$ cat config.mk
export PLATFORM = sky130hd
export DESIGN_NAME = serial_adder
export DESIGN_NICKNAME = d
export VERILOG_FILES = /design/src/rtl/serial_adder.sv
export SDC_FILE = /design/constraint.sdc
export NUM_CORES = 1
export LEC_CHECK = 0
export BUFFER_PORTS_ARGS = -buffer_cell sky130_fd_sc_hd__buf_2
export CAP_MARGIN = 15
export CORE_AREA = 2 2 71 73
export DETAILED_ROUTE_END_ITERATION = 10
export DIE_AREA = 0 0 73 75
export GPL_TIMING_DRIVEN = 0
export PLACE_DENSITY_LB_ADDON = 0.3
export SYNTH_ARGS = -nofsm -noshare
export SYNTH_HDL_FRONTEND = slang
export SYNTH_SLANG_ARGS = --single-unit
export TNS_END_PERCENT = 5
$ cat constraint.sdc
create_clock -name clk -period 2.2 [get_ports clk]
set_input_delay 0.22 -clock clk [delete_from_list [all_inputs] [get_ports clk]]
set_output_delay 0.22 -clock clk [all_outputs]
set_load 0.05 [all_outputs]
$ cat src/rtl/serial_adder.sv
// serial_adder
//   Bit-serial adder/subtractor. A single full-adder cell is reused across
//   WIDTH clocks, consuming one operand bit per clock, LSB first.
//   A result is produced WIDTH clocks after the start edge.
//
// Ports
//   clk    rising-edge clock
//   rst_n  asynchronous active-low reset
//   start  request, sampled only while idle
//   SUB    0: A+B+CIN, 1: A-B (captured at start)
//   A, B   operands (captured at start)
//   CIN    carry-in for add (captured at start, ignored for subtract)
//   busy   high while the bit loop is running
//   done   one-cycle pulse when S/C are updated
//   S      result, held until the next completion
//   C      carry-out (add) or no-borrow flag (sub: 1 means A >= B)
module serial_adder #(
  parameter int WIDTH = 8
) (
  input  logic             clk,
  input  logic             rst_n,
  input  logic             start,
  input  logic             SUB,
  input  logic [WIDTH-1:0] A,
  input  logic [WIDTH-1:0] B,
  input  logic             CIN,
  output logic             busy,
  output logic             done,
  output logic [WIDTH-1:0] S,
  output logic             C
);

  localparam int CW = (WIDTH > 1) ? $clog2(WIDTH) : 1;

  typedef enum logic [1:0] {IDLE, RUN, DONE} state_t;

  state_t           state;
  logic [WIDTH-1:0] opa;
  logic [WIDTH-1:0] opb;
  logic [WIDTH-1:0] res;
  logic             carry;
  logic [CW-1:0]    cnt;

  logic             sum;
  logic             carry_nxt;
  logic [WIDTH:0]   res_cat;
  logic [WIDTH-1:0] res_nxt;
  logic             last_bit;
  logic             unused_res;

  // One full-adder cell on the current LSBs.
  assign sum       = opa[0] ^ opb[0] ^ carry;
  assign carry_nxt = (opa[0] & opb[0]) | (opa[0] & carry) | (opb[0] & carry);

  // New sum bit enters at the MSB; concatenation keeps WIDTH=1 legal.
  assign res_cat  = {sum, res};
  assign res_nxt  = res_cat[WIDTH:1];
  assign last_bit = (cnt == CW'(WIDTH - 1));

  // The oldest result bit is shifted out and never needed again.
  assign unused_res = res[0];

  always_ff @(posedge clk or negedge rst_n) begin
    if (!rst_n) begin
      state <= IDLE;
      opa   <= '0;
      opb   <= '0;
      res   <= '0;
      carry <= 1'b0;
      cnt   <= '0;
      busy  <= 1'b0;
      done  <= 1'b0;
      S     <= '0;
      C     <= 1'b0;
    end else begin
      case (state)
        IDLE: begin
          done <= 1'b0;
          if (start) begin
            // Subtract as A + ~B + 1: invert B and seed the carry.
            opa   <= A;
            opb   <= B ^ {WIDTH{SUB}};
            carry <= SUB | CIN;
            cnt   <= '0;
            busy  <= 1'b1;
            state <= RUN;
          end
        end
        RUN: begin
          carry <= carry_nxt;
          opa   <= opa >> 1;
          opb   <= opb >> 1;
          res   <= res_nxt;
          if (last_bit) begin
            // Counter is left at WIDTH-1 so it never wraps.
            S     <= res_nxt;
            C     <= carry_nxt;
            done  <= 1'b1;
            busy  <= 1'b0;
            state <= DONE;
          end else begin
            cnt <= cnt + CW'(1);
          end
        end
        DONE: begin
          done  <= 1'b0;
          state <= IDLE;
        end
        default: begin
          busy  <= 1'b0;
          done  <= 1'b0;
          state <= IDLE;
        end
      endcase
    end
  end

endmodule

==> key figures, run 1 <==
Detailed routing
  – Vias post-DR: approximately 1200
  – Routed Antenna Nets: 0
  – Iter 0 DRT Violations: 34
  – Drt total wl: 3.28 mm
  – Via-to-Cell Ratio: 5.11
  – WL/cell: around 14 um
  – Drt pass-1 iters: 4
  – Remaining DRCs: 0

STA
  – Clock Skews: around 8.3 ps
  – Worst-Margin Slew: 861 ps
  – RSZ-0062 raised after global routing: no
  – Final period util: 68.3%
  – Final hold violations: 0
  – Final hold slack: 32.6 ps
  – Final min period: 1500 ps
  – Sum of negative setup slack: 0 ps
  – Finish-stage setup viols: 0
  – Peak Freq: 0.665 GHz
  – Worst slew margin: 42.6%
  – Max-slew violation count: 0

Layout
  – ANT cells: 0
  – Commonest non-fill, non-tap cell in the layout: dfrtp_1
  – Post-layout instance area: 2170 um^2
  – Syn-to-layout area delta: 17.9%
  – Layout net count: between 200 and 250
  – Filler cells: 447
  – Share of cells above drive strength 1: 37.2%
  – Commonest cells after routing, fill and taps aside: 40 x dfrtp_1, 35 x buf_2, 12 x mux2_4

Die
  – Ports: 32
  – Row count: 25
  – Initial Util: around two fifths
  – Core area: 4660 um^2
  – Chip Height: 75 um
  – Die area: 5480 um^2
  – Die width: about 73 um

Place
  – IO buf count: 30
  – Placed inst area: around 2100 um^2
  – Hpwl dp: around 2.4 mm
  – Gpl congestion: 0.746

Power and ir drop
  – Reg power frac: between 30% and 40%
  – VDD IR max: 0.509 mV
  – P_leak: 1.06 nW
  – Switching pwr: around 1.2 mW
  – Tot Pwr: 3.26 mW
  – Pwr per Cell Area: 1500 nW/um^2
  – Switching share of power: 37.3%
  – Internal: 2.04 mW
  – Comb pwr share: 43.7%
  – Clock power frac: 18.2%

Worst setup path
  – Critical Setup Path Class: flip-flop to flip-flop
  – Critical path data arrival time: roughly 1700 ps
  – Reg2Reg Launch Point: cnt[0]
  – Reg-to-reg slack, setup: about 700 ps
  – WP data required: 2380 ps
  – Setup crit start kind: flip-flop
  – Crit-path max FO: 10
  – Worst r2r path cells: 4
  – Critical path capture point type: flip-flop
  – Worst R2R End: S[0]

Run status
  – Status: finished, final reports clean

Global routing
  – Vias in the first global route: 1261
  – Gr usage total: 14.1%
  – Gr ovfl total: 0
  – First-pass GRT wire length: slightly below 6 mm
  – Initial antenna violation count: 0
  – Largest net degree at the start of global routing: 41

Clocking
  – CTS Buf Count: 5
  – Max H-tree Level: 2
  – Worst-case clock buffer depth: 2
  – Setup Fix Bufs, Post-CTS: 0
  – Worst-path clk slew: 80 ps
  – Clock sink count: 40
  – Worst-Skew Late Latency: 290 ps
  – CTS Root Buffer Type: clkbuf_8
  – CTS tree: yes
  – Post-CTS sizing: 0
  – Hold buffer count at cts: 0

Synth
  – Synth Area in Compound Gates: 14.0%
  – Mapped cell area: 1840 um^2
  – Synth Area in XOR/XNOR: 3.81%
  – Share of the synthesized area in the top cell type: a little over half
  – Yosys top cell by area: dfrtp_1
  – Syn. warnings: 0
  – Syn_area_per_cell: 13.0 um^2
  – Largest family of logic cells by synthesized area: compound AO/OA/AOI/OAI gates
  – Unique masters post-synth: 28
  – Mux cell area share after synthesis: 12.9%
  – Post-synthesis adder-cell area fraction: 3.13%
  – Ranking of synthesized cells by area: dfrtp_1 54%, mux2_4 9.8%, xnor2_1 3.8%, a221o_1 3.3%, a22oi_1 3.3%
  – Synth Area in Simple Gates: 6.94%
  – Yosys reg bits: 40
  – Syn Inst Count: 142
  – Mapped Nets: 167
  – Part of the Yosys area used for sequential elements: 54.4%

Run
  – # Max-Cap Violations: 0

Worst hold path
  – HP Class: input pin to async pin
-- final cells by class --
cell class	count	area [um^2]	area share [%]
Sequential cell	40	1000	46.2
Multi-Input combinational cell	88	749	34.6
Timing Repair Buffer	30	150	6.92
Buffer	10	73.8	3.40
Clock buffer	5	68.8	3.17
Tap cell	54	67.6	3.12
Clock inverter	3	42.5	1.96
Inverter	4	15.0	0.692
-- metal layers --
metal | global-route usage (%) | vias up | share of wire (%)
li1 | - | 579 | -
met1 | 17.2 | 580 | 45
met5 | 0 | - | 0
met4 | 6.79 | 0 | 1.9
met2 | 22.8 | 30 | 48
met3 | 4.28 | 7 | 4.9
-- worst max path at each step --
stage           start  endpoint
5_1_grt        cnt[0]      S[2]
3_3_place_gp   cnt[0]      S[7]
2_1_floorplan  cnt[0]         C
3_5_place_dp   cnt[0]      S[0]
4_1_cts        cnt[0]      S[0]
6_report       cnt[0]      S[0]
-- critical path: stages (launching register included) --
cell and delay, ps:
dfrtp_1 410, ha_1 230, ha_1 280, nand2_8 150, mux2_4 310
-- registers in the layout, summed over array words and instances (netlist names) --
register / cells
state: 2
S: 8
carry: 1
cnt: 3
opa: 8
busy: 1
done: 1
opb: 8
C: 1
res: 7
-- metrics by stage --
| step | cells | setup slack, ps | util [%] |
|---|---|---|---|
| after detailed placement | 226 | 699 | 44.1 |
| after CTS | 234 | 687 | 46.5 |
| after global placement | 226 | 730 | 44.1 |
| final | 234 | 697 | 46.5 |
| after global routing | 234 | 630 | 46.5 |
| after floorplan | 142 | 800 | - |
-- logic make-up after synthesis --
logic type               after synthesis
AO/OA/AOI/OAI                         35
XOR/XNOR                               8
AND/OR/NAND/NOR                       24
multiplexers                          17
adder cells (fa/ha/maj)                4
flip-flops                            40
buffers and inverters                 14
-- cells in the mapped netlist --
cell,count
mux2_2,5
a22oi_1,8
a22o_1,5
dfrtp_1,40
o21a_1,1
or2_2,1
inv_1,4
nand3_1,1
nor2_1,8
fa_1,1
nor2b_1,1
o21ai_0,9
o211ai_1,1
a21oi_1,2
a221o_1,6
nand2_8,1
buf_2,5
xnor2_1,8
mux2_4,12
nand2_1,10
nor2b_4,1
o21bai_1,1
ha_1,3
o22ai_1,1
or3b_1,1
clkbuf_1,1
buf_6,4
a32o_1,1
-- power by group through the flow --
stage | Combinational, mW | Clock (mW) | Sequential [mW]
finish | 1.42 | 0.594 | 1.24
global route | 1.55 | 0.642 | 1.29
CTS | 1.45 | 0.612 | 1.25
detailed placement | 1.44 | 0 | 1.26
global placement | 1.40 | 0 | 1.24
floorplan | 0.857 | 0 | 1.53
No activity file was read; power rests on OpenSTA's default activity.
==> inputs of run 2 (changes only) <==
- clock period: 2.2 -> 1.4 ns (I/O delays scaled with it)
==> key figures, run 2 (synthesis results as in run 1) <==
Worst setup path
  – Reg-to-reg slack, setup: approximately 52 ps
  – Critical Setup Path Class: flip-flop to flip-flop
  – WP data required: 1580 ps
  – CP startpoint: cnt[0]
  – Reg2Reg Launch Point: cnt[0]
  – Critical path capture point type: flip-flop
  – Crit-path max FO: 5
  – Critical path data arrival time: 1530 ps
  – Worst r2r path cells: 4
  – Setup crit start kind: flip-flop
  – Worst R2R End: S[3]

Detailed routing
  – Iter 0 DRT Violations: between 40 and 50
  – Routed Antenna Nets: 0
  – Drt total wl: 3.42 mm
  – Vias post-DR: 1234
  – Drt pass-1 iters: 4
  – WL/cell: 14.4 um
  – Remaining DRCs: 0
  – Via-to-Cell Ratio: 5.21

STA
  – RSZ-0062 raised after global routing: no
  – Clock Skews: 7.44 ps
  – Worst-Margin Slew: 871 ps
  – Max-slew violation count: 0
  – Final min period: 1350 ps
  – Peak Freq: roughly 0.74 GHz
  – Sum of negative setup slack: 0 ps
  – Finish-stage setup viols: 0
  – Final period util: between 90 and 100%
  – Final hold violations: 0
  – Worst slew margin: a little over two fifths

Clocking
  – CTS tree: yes
  – Worst-case clock buffer depth: 2
  – Clock sink count: 40
  – CTS Root Buffer Type: clkbuf_8
  – CTS Buf Count: 5
  – Worst-path clk slew: 80 ps
  – Max H-tree Level: 2
  – Worst-Skew Late Latency: around 290 ps

Power and ir drop
  – Pwr per Cell Area: 2410 nW/um^2
  – Tot Pwr: 5.45 mW
  – P_leak: 1.09 nW
  – VDD IR max: about 0.93 mV

Layout
  – Share of cells above drive strength 1: 41.0%
  – Commonest cells after routing, fill and taps aside: 39 x dfrtp_1, 35 x buf_2, 12 x mux2_4
  – Layout net count: 208
  – Filler cells: 430
  – Biggest regs: S x8, opa x8, opb x8
  – Syn-to-layout area delta: 23.2%
  – Commonest non-fill, non-tap cell in the layout: dfrtp_1
  – ANT cells: 0

Place
  – IO buf count: 30
  – Gpl congestion: approximately 0.75
  – Hpwl dp: 2.40 mm

Global routing
  – Gr usage total: 14.3%
  – Global route hottest layer: met2
  – Met3 usage in global routing: 5.62%
  – GR Util met2: 23.5%
  – Vias in the first global route: between 1000 and 1500
  – First-pass GRT wire length: 5.74 mm
  – Largest net degree at the start of global routing: 41
  – Initial antenna violation count: 0
  – Gr ovfl total: 0
  – Met1 Use GR: ~17%

Run status
  – Status: finished, final reports clean

Die
  – Ports: 32
  – Row count: 25
  – Core area: 4660 um^2
  – Die width: ~73 um
  – Initial Util: 39.5%
  – Die area: roughly 5500 um^2
  – Chip Height: 75 um

Worst hold path
  – Hold Startpoint: A[7]
  – Hold Path Stages: 2
  – HP Class: input pin to flip-flop
  – Hold EP: opa[7]

Run
  – # Max-Cap Violations: 0
run 2: worst max path at each step:
stage / slack, ps / end
final: 50 / S[3]
after global routing: 3 / res[6]
after global placement: 8 / S[7]
after floorplan: 60 / cnt[0]
after detailed placement: -40 / cnt[0]
after CTS: 40 / opb[4]
run 2: final cells by class:
cell class	instances	area [um^2]	share of cell area [%]
buffer	10	73.8	3.26
inverter	4	15.0	0.663
clock inverter	2	60.1	2.65
tap	54	67.6	2.98
sequential	40	1000	44.2
multi-input combinational	89	803	35.5
timing repair buffer	33	175	7.73
clock buffer	5	68.8	3.04
run 2: worst max-delay path, stage by stage (launching register included):
cell and delay [ps]:
dfrtp_1 420, ha_4 190, ha_4 190, nand2_4 130
mux2_4 300
run 2: power by group:
group	total (mW)	leakage (nW)	internal (mW)	switching [mW]
registers	1.98	0.502	1.65	0.331
clock network	1.08	0.0642	0.701	0.381
logic	2.39	0.521	1.13	1.26
run 2: per-layer routing:
layer | vias up | share of wire [%]
met3 | 4 | 4.9
met1 | 613 | 44
met2 | 30 | 50
li1 | 587 | -
met5 | - | 0
met4 | 0 | 0.97
run 2: repair_timing:
| action | in CTS | in global routing |
|---|---|---|
| gates cloned | 1 | 0 |
| buffers inserted | 2 | 0 |
| setup endpoints to repair | 12 | 5 |
| resized for setup | 5 | 3 |
| pin swaps | 1 | 0 |
| hold buffers | 1 | 0 |
| endpoints found under the hold margin | 24 | 0 |
run 2: per-stage QoR:
stage                     hold slack [ps]  cells  cell area, um^2  setup WS [ps]  utilization, %
after global placement                289    226             2060           7.67            44.2
after floorplan                      -156    142             1840           56.4               -
final                                 121    237             2270           52.1            48.6
after CTS                             111    237             2260           41.4            48.5
after global routing                  115    237             2270           2.68            48.6
after detailed placement              312    226             2060          -39.0            44.2
==> inputs of run 3 (changes only) <==
- CAP_MARGIN: 15 -> 0
- GPL_TIMING_DRIVEN: 0 -> default
- MAX_ROUTING_LAYER: default -> met4
==> key figures, run 3 (synthesis results as in run 1) <==
Detailed routing
  – Iter 0 DRT Violations: 41
  – Remaining DRCs: 0
  – Drt total wl: 3.25 mm
  – Routed Antenna Nets: 0
  – Drt pass-1 iters: 4
  – Vias post-DR: 1202
  – WL/cell: 13.7 um
  – Via-to-Cell Ratio: 5.07

Global routing
  – Met3 usage in global routing: 5.09%
  – Global route hottest layer: met2
  – Vias in the first global route: between 1000 and 1500
  – GR Util met2: 20.4%
  – Largest net degree at the start of global routing: 41
  – Gr ovfl total: 0
  – Initial antenna violation count: 0
  – Gr usage total: 13.9%
  – Met1 Use GR: 17.6%
  – First-pass GRT wire length: between 5 and 6 mm

Run
  – # Max-Cap Violations: 0

Run status
  – Status: finished, final reports clean

STA
  – Max-slew violation count: 0
  – Worst slew margin: 66.5%
  – Worst-Margin Slew: between 500 and 600 ps
  – Setup WS post-layout: ~11 ps
  – Final min period: 1390 ps
  – Clock Skews: 7.66 ps
  – Final period util: 99.2%
  – Finish-stage setup viols: 0
  – Peak Freq: 0.720 GHz
  – Final hold slack: around 110 ps
  – RSZ-0062 raised after global routing: yes
  – Final hold violations: 0

Die
  – Row count: 25
  – Core area: 4660 um^2
  – Die width: 73 um
  – Chip Height: about 75 um
  – Initial Util: ~40%
  – Die area: 5480 um^2
  – Ports: 32

Worst setup path
  – CP Depth: 5
  – Setup crit start kind: flip-flop
  – Reg-to-reg slack, setup: 10 ps
  – Buffers and inverters on the worst path: 0
  – Crit-path max FO: 4
  – Crit-path max cell delay: 380 ps
  – CP cell instances: ha_2 -> ha_4 -> nor2_1 -> mux2_2 -> a22o_1
  – Critical path capture point type: flip-flop
  – CP top delay family: adder cells
  – Slowest stage cell on the critical path: dfrtp_1
  – Critical path data arrival time: 1570 ps
  – Critical Setup Path Class: flip-flop to flip-flop
  – Worst r2r path cells: 5
  – WP data required: 1580 ps

Layout
  – Commonest non-fill, non-tap cell in the layout: dfrtp_1
  – Share of cells above drive strength 1: 41.0%
  – Syn-to-layout area delta: 20.0%
  – ANT cells: 0
  – Layout net count: a little over 200
  – Post-layout instance area: around 2200 um^2
  – Biggest regs: S x8, opa x8, opb x8
  – Commonest cells after routing, fill and taps aside: 40 x dfrtp_1, 31 x buf_2, 12 x mux2_4

Power and ir drop
  – Pwr per Cell Area: 2290 nW/um^2
  – P_leak: 1.07 nW
  – VDD IR max: just over 0.8 mV
  – Tot Pwr: around 5.0 mW

Clocking
  – Worst-path clk slew: ~80 ps
  – CTS Root Buffer Type: clkbuf_8
  – Worst-Skew Late Latency: 290 ps
  – CTS tree: yes
  – Worst-case clock buffer depth: 2
  – Clock sink count: 40
  – Max H-tree Level: 2
  – CTS Buf Count: 5

Place
  – Hpwl dp: roughly 2.3 mm
  – Gpl congestion: about 0.75
  – Pre-CTS WS: -53.6 ps
  – IO buf count: 31
  – Placed inst area: 2070 um^2

Worst hold path
  – HP Class: input pin to flip-flop
  – Hold Path Stages: 2
run 3: cell types whose count changed in the layout (fill, tap and decap cells not counted), sizes merged:
cell	change
buf	+1
bufinv	-2
clkinv	+2
nand2	-1
run 3: worst register-to-register path, cell delays in order, from the launching register on:
cell,delay [ps]
dfrtp_1,380
ha_2,240
ha_4,160
nor2_1,60
mux2_2,260
a22o_1,180
run 3: what timing repair did:
item,CTS,global route
buffers inserted,0,1
setup endpoints to repair,20,16
hold endpoints to repair,40,0
resized for setup,3,3
hold buffers,1,0
run 3: cell type report:
cell class / count / area [um^2]
repair buffers: 43 / 248
well taps: 54 / 67.6
clock inverters: 2 / 10.0
inverters: 4 / 15.0
flip-flops and latches: 40 / 1000
fillers: 433 / 2450
clock buffers: 6 / 82.6
multi-input cells: 88 / 783
run 3: worst paths after layout:
path,startpoint,end
worst min register to register,done,done
worst max-delay path,cnt[1],cnt[0]
max in group asynchronous,rst_n,opb[3]
worst max register to register,cnt[1],cnt[0]
worst min-delay path,A[7],opa[7]
min in group asynchronous,rst_n,res[5]
run 3: stage by stage:
step	util (%)	instances	setup TNS, ps
2_1_floorplan	-	142	0
3_3_place_gp	44.3	227	0
3_5_place_dp	44.3	227	-301
4_1_cts	46.7	236	0
5_1_grt	47.4	237	-91.9
6_report	47.4	237	0
run 3: per-layer routing:
| layer | vias to the layer above | share of wire [%] |
|---|---|---|
| met1 | 583 | 48 |
| li1 | 586 | - |
| met5 | - | 0 |
| met2 | 31 | 47 |
| met4 | 0 | 0.74 |
| met3 | 2 | 5.1 |
run 3: power breakdown:
part	switching [mW]	internal (mW)	total (mW)
Clock	0.386	0.393	0.779
Sequential	0.314	1.65	1.97
Combinational	1.22	1.08	2.30
Total	1.92	3.13	5.04
